<file path="src/rtl/pattern_gate_stream.sv">
// pattern_gate_stream
//   Streaming word classifier. Each accepted WIDTH-bit word is classified
//   under the rule picked by 'mode' and the one-bit result is registered
//   with one cycle of latency. A saturating counter tracks how many results
//   were 1 since reset or the last clear.
//
//   Rules:
//     0 SYM    : whole word is a bit-palindrome and non-zero
//     1 HSYM   : upper and lower halves are each bit-palindromes, non-zero
//     2 POP    : popcount(x) >= THRESH
//     3 REPEAT : x equals the previously accepted word (history valid)
//
// Ports:
//   clk, rst_n            clock, asynchronous active-low reset
//   in_valid / in_ready   input handshake carrying x and mode
//   x [WIDTH-1:0]         input word
//   mode [1:0]            rule select, sampled with the word
//   clear                 synchronous clear of counter and history
//   out_valid / out_ready output handshake carrying z
//   z                     classification result
//   match_cnt [CNT_W-1:0] saturating count of results equal to 1
//
// Handshake: a transfer happens on a rising edge where valid && ready are
// both high. The input side is ready whenever the output register is empty
// or is being drained in the same cycle, so a new word replaces the old
// result with no bubble; while the result is stalled nothing is accepted and
// every output holds.
module pattern_gate_stream #(
  parameter int WIDTH  = 16,
  parameter int THRESH = 8,
  parameter int CNT_W  = 8
) (
  input  logic             clk,
  input  logic             rst_n,
  input  logic             in_valid,
  output logic             in_ready,
  input  logic [WIDTH-1:0] x,
  input  logic [1:0]       mode,
  input  logic             clear,
  output logic             out_valid,
  input  logic             out_ready,
  output logic             z,
  output logic [CNT_W-1:0] match_cnt
);

  localparam int HALF = WIDTH / 2;
  localparam int PW   = $clog2(WIDTH + 1);
  localparam logic [PW-1:0]    THRESH_W = PW'(THRESH);
  localparam logic [CNT_W-1:0] CNT_MAX  = '1;

  localparam logic [1:0] MODE_SYM    = 2'd0;
  localparam logic [1:0] MODE_HSYM   = 2'd1;
  localparam logic [1:0] MODE_POP    = 2'd2;
  localparam logic [1:0] MODE_REPEAT = 2'd3;

  logic             r_out_valid;
  logic             r_z;
  logic [CNT_W-1:0] r_match_cnt;
  logic [WIDTH-1:0] r_hist;
  logic             r_hist_valid;

  logic             w_accept;
  logic             w_sym;
  logic             w_hsym;
  logic [PW-1:0]    w_pop;
  logic             w_result;

  assign in_ready  = !r_out_valid || out_ready;
  assign w_accept  = in_valid && in_ready;
  assign out_valid = r_out_valid;
  assign z         = r_z;
  assign match_cnt = r_match_cnt;

  // Bit-level rule evaluation on the presented word.
  always_comb begin
    w_sym  = 1'b1;
    w_hsym = 1'b1;
    w_pop  = '0;
    for (int i = 0; i < HALF; i++) begin
      if (x[i] != x[WIDTH-1-i]) w_sym = 1'b0;
    end
    // Lower half spans [HALF-1:0], upper half spans [WIDTH-1:HALF].
    for (int i = 0; i < HALF / 2; i++) begin
      if (x[i] != x[HALF-1-i])        w_hsym = 1'b0;
      if (x[HALF+i] != x[WIDTH-1-i])  w_hsym = 1'b0;
    end
    for (int i = 0; i < WIDTH; i++) begin
      w_pop = w_pop + {{(PW-1){1'b0}}, x[i]};
    end
  end

  always_comb begin
    w_result = 1'b0;
    case (mode)
      MODE_SYM:    w_result = w_sym && (|x);
      MODE_HSYM:   w_result = w_hsym && (|x);
      MODE_POP:    w_result = (w_pop >= THRESH_W);
      MODE_REPEAT: w_result = r_hist_valid && (x == r_hist);
      default:     w_result = 1'b0;
    endcase
  end

  // Output register. A word accepted during clear is still presented; it is
  // classified against the history as it stood before the clear.
  always_ff @(posedge clk or negedge rst_n) begin
    if (!rst_n) begin
      r_out_valid <= 1'b0;
      r_z         <= 1'b0;
    end else if (w_accept) begin
      r_out_valid <= 1'b1;
      r_z         <= w_result;
    end else if (out_ready) begin
      r_out_valid <= 1'b0;
    end
  end

  // Counter and history. clear wins over any update, so a word accepted in
  // the clear cycle is neither counted nor remembered.
  always_ff @(posedge clk or negedge rst_n) begin
    if (!rst_n) begin
      r_match_cnt  <= '0;
      r_hist       <= '0;
      r_hist_valid <= 1'b0;
    end else if (clear) begin
      r_match_cnt  <= '0;
      r_hist       <= '0;
      r_hist_valid <= 1'b0;
    end else if (w_accept) begin
      r_hist       <= x;
      r_hist_valid <= 1'b1;
      if (w_result && (r_match_cnt != CNT_MAX)) begin
        r_match_cnt <= r_match_cnt + 1'b1;
      end
    end
  end

endmodule
</file>
<file path="config.mk">
export PLATFORM = sky130hd
export DESIGN_NAME = pattern_gate_stream
export DESIGN_NICKNAME = d
export VERILOG_FILES = /design/src/rtl/pattern_gate_stream.sv
export SDC_FILE = /design/constraint.sdc
export NUM_CORES = 1
export LEC_CHECK = 0
export ABC_AREA = 0
export CORE_MARGIN = 1
export CORE_UTILIZATION = 34
export CTS_CLUSTER_DIAMETER = 60
export CTS_CLUSTER_SIZE = 14
export DETAILED_ROUTE_END_ITERATION = 16
export HOLD_SLACK_MARGIN = 0.12
export PLACE_DENSITY = 0.57
export REMOVE_ABC_BUFFERS = 1
export SKIP_LAST_GASP = 1
export SLEW_MARGIN = 20
export SYNTH_ARGS = -nofsm -noshare
export SYNTH_HDL_FRONTEND = slang
export SYNTH_SLANG_ARGS = --single-unit
</file>
<file path="constraint.sdc">
create_clock -name clk -period 2.6 [get_ports clk]
set_input_delay 0.26 -clock clk [delete_from_list [all_inputs] [get_ports clk]]
set_output_delay 0.26 -clock clk [all_outputs]
set_load 0.1 [all_outputs]
</file>
# After elaboration in Yosys (flattened, before gate mapping)
# Index checks and enable logic that the tools add are counted.
# W data, S select, Z words.
# word_totals
word_cells	82
ff_bits	27
input_bits	23
output_inout_bits	11
# classes
reduce_logical	13
add_sub_neg	16
order_cmp	1
mux	26
n_eq_ne	21
# ops
cell	n
$add A5 B1 Y5	11
$mux W16	2
$mux W8	3
$mux W1	20
$eq A16 B16 Y1	1
$ne A1 B1 Y1	16
$reduce_or A16 Y1	1
$add A8 B1 Y8 const B	1
$ne A8 B8 Y1 const B	1
$reduce_bool A2 Y1	3
$add A4 B1 Y5	1
$ge A5 B4 Y1 const B	1
$logic_and A1 B1 Y1	5
$add A3 B1 Y4	1
$eq A2 B2 Y1 const B	2
$pmux W1 S4	1
$add A2 B1 Y3	1
$add A1 B1 Y2	1
$eq A2 B1 Y1 const B	1
$logic_not A2 Y1	1
$reduce_and A2 Y1	1
$logic_not A1 Y1	1
$logic_or A1 B1 Y1	1

# Depth between registers and ports, before layout
# Gate-level depths: netlist of the first run.
# depth
depth_word	21
ltp_mapped	16
ltp_nobuf	15

# Worst setup path after synthesis of the first run
# No wires, ideal clock.
# synth_path
path_type	input port to flip-flop
startpoint	in x[0]
endpoint	reg r_match_cnt[7], in the netlist match_cnt[7]
required_time_ps	2472
n_path_buf	1
setup_slack_ps	-1814
t_arrival_ps	4286
path_stages	15
path_cell_list	clkbuf_1 > inv_1 > fa_1 > fa_1 > fa_1 > fa_1 > inv_1 > ha_1 > inv_1 > fa_1 > nand4_1 > nor4b_2 > a21oi_2 > a2111oi_1 > mux2_1
# synth_between
elab_chain_len	20
# synth_lines
element	line	source
start, declared	37	input logic [WIDTH-1:0] x,
$add A1 B1 Y2	88	w_pop = w_pop + {{(PW-1){1'b0}}, x[i]};
$add A2 B1 Y3	88	
$add A3 B1 Y4	88	
$add A4 B1 Y5	88	
$add A5 B1 Y5 (11 in a row)	88	
$ge A5 B4 Y1	97	MODE_POP: w_result = (w_pop >= THRESH_W);
$pmux W1 S4 (*)	94	case (mode)
$logic_and A1 B1 Y1 (*)	131	if (w_result && (r_match_cnt != CNT_MAX)) begin
$reduce_bool A2 Y1 (no line) (*)	-	
$reduce_and A2 Y1 (no line) (*)	-	
end signal, assigned	132	r_match_cnt <= r_match_cnt + 1'b1;
end, declared	58	logic [CNT_W-1:0] r_match_cnt;
# Every way passes the cells marked *; elsewhere a longest branch is shown, timed or not.
# A chain may end at the register's enable or synchronous reset.

# Worst setup path in the final report of the first run
# layout_path
startpoint	in x[9]
endpoint	reg r_match_cnt[7], in the netlist match_cnt[7]
# layout_between
elab_chain_len	12
# layout_lines
element	line
$add A5 B1 Y5 (7 in a row)	88
$ge A5 B4 Y1	97
$pmux W1 S4 (*)	94
$logic_and A1 B1 Y1 (*)	131
$reduce_bool A2 Y1 (no line) (*)	-
$reduce_and A2 Y1 (no line) (*)	-
# Marked as above.

==> metrics.txt, run 1 <==
# clock sinks 27; DRT iter0 DRCs 81; Tmin final 3.93 ns; Setup violations, final 9; CTS tree yes; vias per cell roughly 4.9; Hold Slack roughly 0.35 ns; Flop pwr share 35.1%; startpoint types input port; WL met2 about 2.7 mm; die height a little over 80 um; status finished with violations; Power Total about 1300 uW; switch share between 30% and 40%; HPWL after detailed placement between 4 and 5 mm; max cap viols 0; Slew Viols, Final 0; Routed Wire Length around 5.5 mm; first-pass GRT wire length about 9.1 mm; critical path's largest stage delay ~0.57 ns; Final Hold Fails 0; IO Pins 34; max frequency around 250 MHz; Critical Path Sink Type flop; overflow left after global routing 0; Psw 483 uW; leakage approximately 0.0013 uW; synth top area cells dfrtp_1, xnor2_1, fa_1, nand2_1, a21oi_1; critical path arrival between 4 and 5 ns; root buf cell clkbuf_8; number of synthesized register bits 27; M1 wire length roughly 2.6 mm; DR WL/cell 14.6 um; vias in the first global route between 1.5k and 2k; Synth warnings 0; Crit Path Category in -> reg; initial antenna violation count 0; top sig layer met4; area leader, netlist dfrtp_1; crit path cell chain buf_8 -> inv_4 -> fa_1 -> fa_2 -> fa_2 -> fa_2 -> inv_2 -> ha_4 -> inv_2 -> fa_2 -> nand4_1 -> nor4b_4 -> buf_4 -> a21oi_4 -> a2111oi_4 -> mux2_4; internal power between 800 and 900 uW; Post-synth EDFFs 0; # H-tree levels 1; Logic pwr share approximately 46%; Peak VDD IR between 0.2 and 0.25 mV; cts bufs inserted 3; DRT antenna net count 0; Clock Tree Buf Depth 2; Inst Count DP between 300 and 400; max_slew headroom a little under three fifths; worst-path maximum fanout 4; flop2flop setup slack roughly 0.24 ns; Tot GR Track Use 18.1%; Crit-path slowest cell fa_1; wire length on met3 228 um; Synth Flop Type dfrtp_1; Setup TNS -11.05 ns; share of layout cells above drive strength 1 roughly 33%; final worst clock skew between 0.003 and 0.004 ns; Die ar. between 0.006 and 0.007 mm^2; setup ws final -1.33 ns; Worst Hold Class in -> async; worst skew pair latency ~0.28 ns; Worst-path clk slew about 0.10 ns; Tightest Pin Transition between 0.6 and 0.7 ns; DR pass1 iterations 4; Seq/Total Area, Yosys a little over 30%; Final #Nets between 300 and 400; die width between 80 and 90 um; Synth top area share just over 30%; Cell variety after synth a little over 40; DRC Markers 0; Post-Synthesis Cells 251; Mean Syn Cell Area 8.66 um^2; Clk pwr share 19.3%; power density over cell area around 450 mW/mm^2; number of port buffers 33; asr flop ratio synth 100%; Cell Rows 28; mapped cell area about 0.0022 mm^2; WP data required 2.77 ns; final cell count without fillers ~380; Synth-to-Final Area Change 34.0%; Routability Congestion about 0.83; starting density of the core between 30% and 40%; RSZ-0062 raised after global routing yes; core box area approximately 0.0060 mm^2; CP most frequent cell fa_2; fin crit share 151%; pin count of the biggest net entering global routing 28; total number of vias 1,840; failing checks setup timing; fin util between 40% and 50%; diodes inserted 0
-- layer usage --
metal / track usage, % / vias up
li1: - / 908
met1: 24.1 / 886
met2: 31.1 / 40
met3: 2.78 / 6
met4: 3.16 / 0
met5: 0 / -
-- path summary, 6_finish.rpt --
check                                  start      endpoint  depth (start not counted)
worst max-delay path                    x[9]  match_cnt[7]                         16
worst max register to register  match_cnt[0]  match_cnt[2]                          7
max in group asynchronous              rst_n  match_cnt[3]                          2
min in group clk                       x[15]    r_hist[15]                          4
worst min-delay path                   rst_n     r_hist[5]                          2
worst min register to register  r_hist_valid  r_hist_valid                          2
-- stage by stage --
stage	cell area, um^2	setup slack, ns
final	2910	-1.33
after global routing	2910	-1.44
after CTS	2820	-1.36
after detailed placement	2710	-2.39
after global placement	2710	-2.28
after floorplan	2060	-1.54
-- power groups by stage --
stage / Clock [uW] / Combinational (uW) / Sequential (uW)
floorplan: 0 / 272 / 506
global placement: 0 / 506 / 463
detailed placement: 0 / 528 / 463
CTS: 261 / 580 / 455
global route: 269 / 652 / 458
finish: 250 / 592 / 455
-- cells in the final DEF (no fill, tap or decap), drive strengths merged, types with 2 or more instances in the layout --
cell type	Yosys	routed
buf	8	56
nand2	40	40
xnor2	28	28
dfrtp	27	27
inv	27	27
a21oi	23	23
clkdlybuf4s50	0	12
fa	10	10
nand3	9	9
nor2	7	7
ha	7	7
mux2	6	6
nor2b	5	5
nand4	5	5
nor3	5	5
xor2	4	4
clkbuf	14	4
nor4	3	3
o21ai	3	3
nor4b	3	3
a211oi	2	2
a2111oi	2	2
nand2b	2	2
or4	2	2
-- critical path: cells and delay by family --
kind / cells / cell delay [ns]
compound gates: 2 / 0.40
fa+ha+maj: 6 / 2.46
buf+inv: 5 / 0.40
mux: 1 / 0.33
simple gates: 2 / 0.25
-- synthesized netlist by cell type (2+ instances only) --
| library cell | n |
|---|---|
| nor3_1 | 4 |
| dfrtp_1 | 27 |
| a2111oi_1 | 2 |
| nor4b_2 | 2 |
| xor2_1 | 4 |
| nand4_1 | 5 |
| ha_1 | 7 |
| clkbuf_1 | 14 |
| o21ai_1 | 2 |
| a211oi_1 | 2 |
| nand2_1 | 40 |
| nor2b_1 | 5 |
| inv_1 | 27 |
| buf_2 | 3 |
| nand3_1 | 9 |
| nor2_1 | 7 |
| fa_1 | 10 |
| mux2_1 | 6 |
| buf_6 | 3 |
| a21oi_1 | 22 |
| nor4_1 | 3 |
| xnor2_1 | 28 |
-- layout make-up --
class / instances / area (um^2)
multi-input combinational: 175 / 1420
sequential: 27 / 676
inverter: 27 / 109
fill: 617 / 3110
tap: 75 / 93.8
clock buffer: 4 / 45.0
timing repair buffer: 69 / 569
-- sequential cells by signal, summed over array words and instances (netlist names) --
register      flops
r_hist_valid      1
out_valid         1
r_hist           16
z                 1
match_cnt         8
-- logic make-up after synthesis --
family / after synthesis / share of synthesized area [%]
adder cells (fa/ha/maj): 17 / 13.2
XOR/XNOR: 32 / 12.9
AND/OR/NAND/NOR: 83 / 19.2
buffers and inverters: 49 / 9.84
multiplexers: 6 / 3.11
AO/OA/AOI/OAI: 37 / 10.6
flip-flops: 27 / 31.1
-- what timing repair did --
action,in CTS,in global routing
hold buffers,0,0
endpoints found under the setup margin,9,9
buffers inserted,1,3
gates resized for setup,75,13
pin swaps,23,7
No activity file was read; power rests on OpenSTA's default activity.
==> inputs of run 2 (changes only) <==
GPL_TIMING_DRIVEN = 0   (was default)
clock period = 3.75 ns   (was 2.6 ns; I/O delays follow)
==> run 2 against run 1 <==
- global-route usage down 2.1 points
- largest power group unchanged
- sequential power down 31%
- non-clock buffer count down 25
- largest cell class unchanged
- the run still ends with setup timing left
- register-to-register slack better by 0.88 ns
- flip-flop and latch count unchanged
- hold slack worse by 0.24 ns
==> metrics.txt, run 2 (same netlist as run 1, synthesis figures left out) <==
fin crit share 109%; number of flip-flops in the largest register 16; Tmin final approximately 4.1 ns; total number of vias approximately 1.7k; Final #Nets 318; Cell Rows 28; Tightest Pin Transition just under 1 ns; Die ar. 0.00672 mm^2; CTS tree yes; pin count of the biggest net entering global routing 32; Clock Tree Buf Depth 2; first-pass GRT wire length 8.05 mm; cts bufs inserted 3; number of port buffers 33; crit path cell chain buf_8 -> inv_2 -> fa_1 -> fa_1 -> fa_2 -> fa_2 -> inv_2 -> ha_4 -> inv_2 -> fa_2 -> nand4_1 -> nor4b_4 -> buf_4 -> a21oi_4 -> a2111oi_4 -> mux2_1; final worst clock skew between 0.004 and 0.005 ns; share of layout cells above drive strength 1 approximately a fifth; Tot GR Track Use roughly 16%; Peak VDD IR around 0.18 mV; Hold Slack roughly 0.11 ns; Synth-to-Final Area Change 27.3%; Routability Congestion just over 0.8; DRT iter0 DRCs 66; overflow left after global routing 0; Reg2Reg Depth 6; startpoint types input port; Critical Path Sink Type flop; max_slew headroom 35.6%; power density over cell area 311 mW/mm^2; IO Pins 34; root buf cell clkbuf_8; DRC Markers 0; setup ws final -0.326 ns; worst skew pair latency roughly 0.27 ns; Worst-path clk slew ~0.090 ns; Reg-to-Reg Start out_valid; initial antenna violation count 0; Final Instance Area ~0.0028 mm^2; critical path's largest stage delay between 0.5 and 0.6 ns; Worst path top cell family by delay adder cells; Setup crit end match_cnt[6]; worst setup path start x[5]; max cap viols 0; leakage 0.00114 uW; multi-input logic area approximately 0.0014 mm^2; Final Hold Fails 0; critical path arrival ~4.2 ns; most common cell after layout, fill and taps aside nand2_1; # clock sinks 27; Routed Wire Length approximately 4.8 mm; DR pass1 iterations 4; Reg with most FFs r_hist; vias per cell ~4.9; max frequency 245 MHz; Reg area about 680 um^2; Crit Path Category in -> reg; FF-to-FF End match_cnt[7]; DR WL/cell ~14 um; most frequent cells in the layout nand2_1, xnor2_1, dfrtp_1, a21oi_1, clkdlybuf4s50_1; status finished with violations; HPWL after detailed placement 3.52 mm; DRT antenna net count 0; WP data required slightly below 4 ns; placed cell areas around 0.0025 mm^2; # H-tree levels 1; Slew Viols, Final 0; core box area 0.00603 mm^2; die width ~82 um; fill cell count 582; logic depth of the worst path, buffers included 16; Worst Hold Class in -> async; worst-path maximum fanout 6; failing checks setup timing; starting density of the core ~36%; Post-CTS Hold Buffers 0; RSZ-0062 raised after global routing yes; die height between 80 and 90 um; Setup violations, final 8; diodes inserted 0; Crit-path slowest cell fa_2; flop2flop setup slack between 1 and 1.5 ns; vias in the first global route 1,683; Buf/Inv on CP 5
-- run 2: cell count changes in the layout (fill, tap and decap cells not counted), moves of 2 or more --
cell | previous run | this run
buf_4 | 46 | 11
clkdlybuf4s50_1 | 12 | 19
buf_12 | 0 | 4
buf_6 | 4 | 1
inv_1 | 14 | 17
a21oi_2 | 0 | 2
buf_2 | 4 | 2
buf_8 | 2 | 4
dlygate4sd2_1 | 1 | 3
inv_2 | 10 | 8
mux2_1 | 2 | 4
mux2_4 | 4 | 2
o21ai_1 | 0 | 2
o21ai_2 | 3 | 1
-- run 2: where the power goes --
group	internal, uW	leakage, uW	switching, uW
Combinational	168	0.000750	210
Sequential	305	0.000364	9.85
Clock	76.2	0.0000228	91.4
Total	550	0.00114	311
-- run 2: worst min path at each step --
stage | start | to | slack [ns] | cells past startpoint
after floorplan | rst_n | match_cnt[0] | 0.08 | 0
final | rst_n | r_hist[8] | 0.11 | 1
after global routing | rst_n | r_hist[8] | 0.15 | 1
after CTS | rst_n | match_cnt[4] | 0.13 | 1
after global placement | r_hist_valid | r_hist_valid | 0.48 | 2
after detailed placement | rst_n | r_hist[8] | 0.44 | 1
-- run 2: routing by layer --
layer	track usage, %	vias up	routed length [um]	part of all wire [%]
met1	21.8	835	2300	48
met4	3.33	0	47	0.98
met5	0	-	0	0
met2	26.5	33	2260	47
li1	-	864	-	-
met3	2.67	6	171	3.6
-- run 2: timing repair --
item,CTS,global route
endpoints found under the setup margin,9,9
pin swaps,15,12
resized for setup,98,9
setup buffers,7,5
-- run 2: cell type report --
class | count | share of cell area (%)
Multi-Input combinational cell | 175 | 50.1
Clock buffer | 4 | 1.63
Tap cell | 75 | 3.39
Timing Repair Buffer | 44 | 16.6
Sequential cell | 27 | 24.4
Inverter | 27 | 3.84
-- run 2: stage by stage --
step	setup TNS (ns)	instances	util (%)	power, uW	worst slack (ns)
2_1_floorplan	-2.54	229	-	539	-0.507
3_3_place_gp	-11.26	337	41.2	636	-1.54
3_5_place_dp	-11.39	337	41.2	640	-1.56
4_1_cts	-1.49	348	45.0	867	-0.279
5_1_grt	-3.08	352	45.9	927	-0.451
6_report	-1.77	352	45.9	861	-0.326
-- run 2: worst reg2reg max path: stages (launching register included) --
cell	delay [ns]
dfrtp_1	0.39
nand2b_2	0.11
nand2_1	0.40
a311oi_1	0.66
o21ai_2	0.23
a2111oi_4	0.39
mux2_1	0.34
==> inputs of run 3 (changes only) <==
CORE_MARGIN = 2   (was 1)
CORE_UTILIZATION = 51   (was 34)
PLACE_DENSITY = 0.78   (was 0.57)
==> run 3 against run 2 <==
- the flow still finishes with violations (setup timing)
- hold slack got worse by 0.011 ns
- via count grew 2.4%
- total power increased by 5.1%
- sequential power barely moved
- clock-buffer cell count unchanged
- core utilization is 22 points higher
- clock power shrank 2%
- global-route usage is 4.9 points higher
- design area hardly changed
- combinational power increased by 12%
- worst setup slack worse by 0.082 ns
- maximum frequency shrank 2.0%
==> metrics.txt, run 3 (same netlist as run 1, synthesis figures left out) <==
Flop pwr share a little over a third; Reg2Reg Depth 6; Critical Path Sink Type flop; setup ws final -0.408 ns; DR WL/cell about 15 um; IO Pins 34; most common cell after layout, fill and taps aside nand2_1; die height 69.3 um; RSZ-0062 raised after global routing yes; Crit Path Category in -> reg; Tmin final 4.16 ns; die width 69.3 um; cts bufs inserted 3; overflow left after global routing 0; startpoint types input port; diodes inserted 0; status finished with violations; Routability Congestion approximately 0.85; initial antenna violation count 0; Reg with most FFs r_hist; internal power 568 uW; Reg-to-Reg Start out_valid; final worst clock skew around 0.0018 ns; HPWL after detailed placement ~3.4 mm; flop2flop setup slack ~1.1 ns; pin count of the biggest net entering global routing 32; Cell Rows 23; most frequent cells in the layout nand2_1, xnor2_1, dfrtp_1, a21oi_1, clkdlybuf4s50_1; Setup violations, final 8; Peak VDD IR between 0.15 and 0.2 mV; Tot GR Track Use 20.9%; FF-to-FF End match_cnt[5]; vias in the first global route between 1.5k and 2k; critical path's largest stage delay 0.56 ns; root buf cell clkbuf_8; Clock Tree Buf Depth 2; CTS tree yes; logic depth of the worst path, buffers included 15; worst skew pair latency between 0.2 and 0.3 ns; DRT antenna net count 0; share of layout cells above drive strength 1 between 20 and 25%; Crit-path slowest cell fa_1; worst-path maximum fanout 4; fin crit share 111%; fin util 68.2%; starting density of the core between 50% and 60%; Synth-to-Final Area Change 27.3%; Tightest Pin Transition about 0.97 ns; total number of vias 1,780; leakage between 0.001 and 0.0015 uW; max_slew headroom a little over a third; vias per cell around 5.5; Setup TNS -2.29 ns; Post-CTS Hold Buffers 0; Final Instance Area roughly 0.0028 mm^2; Worst path top cell family by delay adder cells; failing checks setup timing; Final #Nets 314; Routed Wire Length a little under 5 mm; DRT iter0 DRCs 110; Psw 337 uW; placed cell areas 0.00245 mm^2; WP data required about 4 ns; Die ar. between 0.004 and 0.005 mm^2; max frequency approximately 240 MHz; core box area 0.00406 mm^2; Worst Hold Class in -> async; Worst-path clk slew approximately 0.090 ns; first-pass GRT wire length about 8.3 mm; max cap viols 0; DRC Markers 0; critical path arrival 4.32 ns; DR pass1 iterations 4; Clk pwr share between 10% and 20%; number of flip-flops in the largest register 16; crit path cell chain buf_8 -> inv_2 -> fa_1 -> fa_1 -> fa_2 -> fa_2 -> inv_2 -> ha_4 -> inv_2 -> fa_2 -> nand4_1 -> nor4b_4 -> a21oi_4 -> a2111oi_4 -> mux2_4; # clock sinks 27; switch share 37.2%; Logic pwr share 46.9%; number of port buffers 33; Final Hold Fails 0; Slew Viols, Final 0; # H-tree levels 1; power density over cell area ~330 mW/mm^2; Buf/Inv on CP 4
==> run 3: cell count changes in the layout (fill, tap and decap cells not counted), sizes merged <==
cell	before	now
buf	22	18
==> run 3: worst max-delay path by stage <==
stage / from / endpoint / slack [ns]
6_report: x[9] / match_cnt[7] / -0.41
3_5_place_dp: x[0] / match_cnt[6] / -1.56
3_3_place_gp: x[0] / match_cnt[6] / -1.49
5_1_grt: x[1] / match_cnt[7] / -0.49
4_1_cts: x[15] / match_cnt[7] / -0.40
2_1_floorplan: x[0] / match_cnt[7] / -0.51
==> run 3: layout make-up <==
type | instances | area [um^2]
clock buffer | 4 | 45.0
fill | 311 | 1290
inverter | 27 | 109
multi-input combinational | 175 | 1440
sequential | 27 | 676
tap | 50 | 62.6
timing repair buffer | 40 | 438
==> run 3: routing by layer <==
metal	wire length (um)	track usage, %	vias up
met5	0	0	-
met4	84	5.23	0
met3	263	3.49	10
met2	2470	36.9	62
met1	2110	26.6	857
li1	-	-	851
==> run 3: what timing repair did <==
item / CTS / global route
setup buffers: 3 / 4
pin swaps: 13 / 15
endpoints found under the setup margin: 9 / 9
gates resized for setup: 88 / 29
==> run 3: power groups by stage <==
stage               Sequential (uW)  Clock [uW]  Combinational, uW
finish                          316         164                424
global route                    318         182                473
CTS                             315         172                348
detailed placement              321           0                320
global placement                321           0                309
floorplan                       351           0                189
==> run 3: metrics by stage <==
step / power, uW / std cells / setup slack, ns / hold slack [ns]
2_1_floorplan: 539 / 229 / -0.507 / 0.0794
5_1_grt: 973 / 323 / -0.492 / 0.145
3_5_place_dp: 641 / 312 / -1.56 / 0.424
4_1_cts: 836 / 319 / -0.404 / 0.123
6_report: 904 / 323 / -0.408 / 0.102
3_3_place_gp: 630 / 312 / -1.49 / 0.482
